**src/rtl/normaliser_pkg.sv**
```systemverilog
// Shared types for the normalisation stage.
// Result flags travel together through stage 2.
package normaliser_pkg;

    typedef struct packed {
        logic zero;
        logic denorm;
    } norm_flags_t;

endpackage

```
**src/rtl/norm_lzc.sv**
```systemverilog
// Combinational leading-zero counter; count == WIDTH when the input is all zeros.
module norm_lzc #(
    parameter int WIDTH = 24,
    localparam int SHW = $clog2(WIDTH + 1)
) (
    input  logic [WIDTH-1:0] a,
    output logic [SHW-1:0]   count,
    output logic             all_zero
);

    // Ascending scan: the highest set bit is the last one to write count.
    always_comb begin
        count = SHW'(WIDTH);
        for (int i = 0; i < WIDTH; i++) begin
            if (a[i]) begin
                count = SHW'(WIDTH - 1 - i);
            end
        end
    end

    assign all_zero = ~|a;

endmodule

```
**src/rtl/normaliser.sv**
```systemverilog
// Two-stage normaliser: stage 1 registers the mantissa with its leading-zero count,
// stage 2 left-justifies it, limited by the exponent headroom above EXP_MIN.
// Handshake: a transfer occurs on a side when valid & ready are both high at a
// rising edge; valid holds its data until accepted and ready may depend on downstream.
module normaliser
    import normaliser_pkg::*;
#(
    parameter int WIDTH     = 24,
    parameter int EXP_WIDTH = 8,
    parameter int EXP_MIN   = -126
) (
    input  logic                 clk,
    input  logic                 rst,
    input  logic [WIDTH-1:0]     in_m,
    input  logic [EXP_WIDTH-1:0] in_e,
    input  logic                 in_valid,
    output logic                 in_ready,
    output logic [WIDTH-1:0]     out_m,
    output logic [EXP_WIDTH-1:0] out_e,
    output logic                 out_zero,
    output logic                 out_denorm,
    output logic                 out_valid,
    input  logic                 out_ready
);

    localparam int SHW = $clog2(WIDTH + 1);
    localparam int HW  = EXP_WIDTH + 1;
    localparam int CW  = (SHW > HW) ? SHW : HW;

    logic                 s1_valid_q;
    logic [WIDTH-1:0]     s1_m_q;
    logic [EXP_WIDTH-1:0] s1_e_q;
    logic [SHW-1:0]       s1_lzc_q;
    logic                 s1_zero_q;

    logic                 out_valid_q;
    logic [WIDTH-1:0]     out_m_q, out_m_d;
    logic [EXP_WIDTH-1:0] out_e_q, out_e_d;
    norm_flags_t          out_flags_q, out_flags_d;

    logic [SHW-1:0]       lzc;
    logic                 lzc_zero;
    logic                 s1_load;
    logic                 s2_load;

    logic signed [HW-1:0] headroom;
    logic [CW-1:0]        lzc_ext;
    logic [CW-1:0]        head_ext;
    logic [CW-1:0]        shift_amt;
    logic [WIDTH-1:0]     shifted_m;

    norm_lzc #(.WIDTH(WIDTH)) u_lzc (
        .a        (in_m),
        .count    (lzc),
        .all_zero (lzc_zero)
    );

    assign s2_load  = !out_valid_q || out_ready;
    assign s1_load  = !s1_valid_q || s2_load;
    assign in_ready = s1_load;

    always_ff @(posedge clk) begin
        if (rst) begin
            s1_valid_q <= 1'b0;
            s1_m_q     <= '0;
            s1_e_q     <= '0;
            s1_lzc_q   <= '0;
            s1_zero_q  <= 1'b0;
        end else if (s1_load) begin
            s1_valid_q <= in_valid;
            if (in_valid) begin
                s1_m_q    <= in_m;
                s1_e_q    <= in_e;
                s1_lzc_q  <= lzc;
                s1_zero_q <= lzc_zero;
            end
        end
    end

    // Headroom is computed one bit wider so e - EXP_MIN never overflows.
    assign headroom = HW'($signed(s1_e_q)) - HW'(EXP_MIN);
    assign lzc_ext  = CW'(s1_lzc_q);
    assign head_ext = CW'($unsigned(headroom));

    always_comb begin
        shift_amt = '0;
        if (headroom > 0) begin
            shift_amt = (lzc_ext < head_ext) ? lzc_ext : head_ext;
        end
    end

    assign shifted_m = s1_m_q << shift_amt;

    always_comb begin
        out_m_d            = shifted_m;
        out_e_d            = s1_e_q - EXP_WIDTH'(shift_amt);
        out_flags_d.zero   = 1'b0;
        out_flags_d.denorm = !shifted_m[WIDTH-1];
        if (s1_zero_q) begin
            out_m_d            = '0;
            out_e_d            = EXP_WIDTH'(EXP_MIN);
            out_flags_d.zero   = 1'b1;
            out_flags_d.denorm = 1'b0;
        end
    end

    always_ff @(posedge clk) begin
        if (rst) begin
            out_valid_q <= 1'b0;
            out_m_q     <= '0;
            out_e_q     <= '0;
            out_flags_q <= '0;
        end else if (s2_load) begin
            out_valid_q <= s1_valid_q;
            if (s1_valid_q) begin
                out_m_q     <= out_m_d;
                out_e_q     <= out_e_d;
                out_flags_q <= out_flags_d;
            end
        end
    end

    assign out_valid  = out_valid_q;
    assign out_m      = out_m_q;
    assign out_e      = out_e_q;
    assign out_zero   = out_flags_q.zero;
    assign out_denorm = out_flags_q.denorm;

endmodule

```
**config.mk**
```make
export PLATFORM = sky130hd
export DESIGN_NAME = normaliser
export DESIGN_NICKNAME = d
export VERILOG_FILES = /design/src/rtl/normaliser_pkg.sv /design/src/rtl/norm_lzc.sv /design/src/rtl/normaliser.sv
export SDC_FILE = /design/constraint.sdc
export NUM_CORES = 1
export LEC_CHECK = 0
export CORE_AREA = 2 2 104 106
export DETAILED_ROUTE_END_ITERATION = 16
export DIE_AREA = 0 0 106 108
export MAX_ROUTING_LAYER = met4
export PLACE_DENSITY = 0.65
export SYNTH_ARGS = -nofsm -noshare
export SYNTH_HDL_FRONTEND = slang
export SYNTH_SLANG_ARGS = --single-unit
```
**constraint.sdc**
```tcl
create_clock -name clk -period 10.1 [get_ports clk]
set_clock_uncertainty 0.05 [all_clocks]
set_input_delay 2.02 -clock clk [delete_from_list [all_inputs] [get_ports clk]]
set_output_delay 2.02 -clock clk [all_outputs]
set_load 0.01 [all_outputs]
```
==> results.toml <==
[routing]
vias = 4318
drt_iter0_drc = 306
drt-wirelength-per-cell_um = 16.1
drc_errors = 0
ant_nets = 0
firstDrtPassIters = 5
drt_wl_total_um = 12500
via_per_inst = 5.56

[placed_design]
dp_hpwl_um = 9470
io_buffers = 71
routabilityCongestion = 0.902

[clock_network]
cts_buffer_depth = 2
path_clk_slew_ns = 0.08
cts_setup_buffers = 0
clk_latency_ns = 0.36
ctsHoldBuffers = 0
numCtsBuffers = 9
htree_levels = 3
tritoncts = "yes"
cts-root-buf = "clkbuf_8"
postCtsResizedCells = 0
cts_num_sinks = 74

[die]
ios = 72
die_h_um = 108
rows = 37
initial_core_util_pct = 44.0
die_w_um = 106
core_area_mm2 = 0.0102
dieArea_mm2 = 0.0114

[finish]
syn2layout_area_growth_pct = 22.1
final_common_cell = "nand2_1"
final_cell_mix = "nand2_1, dfxtp_1, clkdlybuf4s50_1"
fin_nets = 686
drive_gt1_share_pct = 5.15
utilization_pct = 53.8
multiInputGateArea_mm2 = 0.00282
fillers = 997
seq_area_mm2 = 0.00148
n_antenna_cell = 0

[grt]
antenna_found_initial = 0
grt_start_max_net_pins = 71
track_usage_pct = 23.1
grt_first_pass_wirelength_um = 20400
grt_pass1_vias = 3962
grt-ovfl-total = 0

[setup_path]
cp.required_ns = 10.28
end_kind = "flop"
r2r_end = "out_e[7]"
r2r_slack_ns = 4.43
critPathKind = "flop to flop"
crit_start = "s1_e_q[1]"
arrival_ns = 5.84
rr_worst_depth = 23
cp_max_fo = 28
startpoint_type = "flop"
reg2reg_from = "s1_e_q[1]"

[sta]
tightest_slew_ns = 0.850
fin_tns_setup_ns = 0
finalCritPeriodShare_pct = 56.1
max_freq_ghz = 0.177
timing.final.setup_violations = 0
slew_violations = 0
rsz0062_at_grt = "no"
hold_viol = 0
max-slew-margin-rel_pct = 43.1
min_period_ns = 5.67

[yosys]
netlist.area_leader.share_pct = 32.9
yosysSeqAreaShare_pct = 32.9
synth.cell_area_mm2 = 0.00451
yosys_warnings = 0
ys_types = 62
synth-seq-cells = 74
syn_avg_cell_area_um2 = 7.73
synthTopCellsByArea = "dfxtp_1, nand2_1, mux2i_1"
async_reset_ff_share_pct = 0
synth_edf_count = 0
synthCells = 583
yosysTopAreaCell = "dfxtp_1"
synth_ff_type = "dfxtp_1"

[worst_hold_path]
holdPathEnd = "out_m[20]"
hold_path_class = "flop to flop"
min_path_cells = 2
hp-start = "out_m[20]"

[run_status]
status = "finished, final reports clean"

[flow_run]
max_cap_violations = 0

[pwr]
p_per_area_mw_per_mm2 = 133
leakage_nw = 2.09
ir_drop_uv = 59.0
## registers in the layout, indices dropped and copies added, names as in the netlist
register    cells
out_m          24
out_valid       1
s1_zero_q       1
s1_m_q         24
s1_lzc_q        5
out_e           8
out_zero        1
out_denorm      1
s1_e_q          8
s1_valid_q      1
## where the power goes
| group | switching (mW) | internal (mW) |
|---|---|---|
| logic | 0.0840 | 0.0690 |
| clock network | 0.111 | 0.151 |
| registers | 0.0131 | 0.306 |
## cell families (layout without fill, tap and decap cells)
group / count (synthesis) / in the layout / share of synthesized area, %
muxes: 43 / 43 / 10.1
other: 1 / 2 / 0.0832
and+or+nand+nor: 239 / 239 / 23.8
xor gates and xnor gates: 5 / 5 / 0.972
AOI/OAI and AO/OA: 159 / 159 / 23.8
adders and majority gates: 13 / 13 / 3.78
DFF: 74 / 74 / 32.9
buffers and inverters: 49 / 106 / 4.64
## Yosys cell counts (all sizes together), types with 2 or more instances
cell type	instances
o21ai	13
nand2b	5
a21o	6
nand2	110
a221oi	2
nor4	8
a21oi	67
inv	11
nand3	11
a31oi	3
clkinv	3
buf	13
ha	12
a32oi	3
clkbuf	22
a221o	6
o21bai	5
a22oi	14
mux2i	41
o31ai	3
nor2b	6
and3	7
and2	3
o22ai	3
xor2	4
nor3	20
o31a	3
a21boi	3
nand3b	2
nor3b	2
nor2	61
a22o	8
a32o	3
a211oi	4
dfxtp	74
a311oi	2
a2bb2oi	4
## area by class of cell
| type | count | area share, % |
|---|---|---|
| flip-flops and latches | 74 | 26.9 |
| clock inverters | 4 | 1.36 |
| repair buffers | 77 | 13.6 |
| clock buffers | 11 | 2.75 |
| inverters | 14 | 0.955 |
| multi-input cells | 461 | 51.3 |
| well taps | 136 | 3.09 |
## metrics by stage
step                total power, mW  setup slack (ns)  instance area, µm²  cells  hold WS (ns)
floorplan                     0.422              5.57                4510    584         0.387
global placement              0.476              4.67                5270    762         0.393
detailed placement            0.478              4.53                5270    762         0.397
CTS                           0.739              4.48                5500    777         0.408
global route                  0.769              3.88                5500    777         0.423
finish                        0.734              4.43                5500    777         0.402
## worst max path at each step
stage | cells past startpoint | slack, ns | end
after global routing | 23 | 3.88 | out_e[7]
after CTS | 23 | 4.48 | out_e[7]
final | 23 | 4.43 | out_e[7]
after detailed placement | 23 | 4.53 | out_e[7]
after global placement | 23 | 4.67 | out_e[7]
after floorplan | 25 | 5.57 | out_e[7]
## worst max-delay path, stage by stage (launching register included)
cell and delay (ns):
dfxtp_1 0.56, inv_1 0.17, ha_1 0.28, xor2_1 0.27, inv_1 0.09, ha_1 0.30
a21oi_1 0.14, o21ai_0 0.12, a21oi_1 0.43, a21o_1 0.22, a32o_1 0.17, buf_4 0.31
clkinv_1 0.56, ha_1 0.49, nor2b_1 0.12, o21ai_0 0.19, a21boi_0 0.14, o21ai_0 0.16
nand2b_1 0.11, a21o_1 0.18, a21oi_1 0.16, xor2_1 0.08, nor3_1 0.14, nor3_1 0.06
## metal layers
metal | vias up | share of wire, % | GRT usage [%]
li1 | 2192 | - | -
met2 | 120 | 45 | 34.7
met1 | 1982 | 49 | 31.2
met5 | - | 0 | -
met3 | 24 | 4.3 | 3.50
met4 | 0 | 2.4 | 9.49
Note: power is estimated with default switching activity, not from simulation.
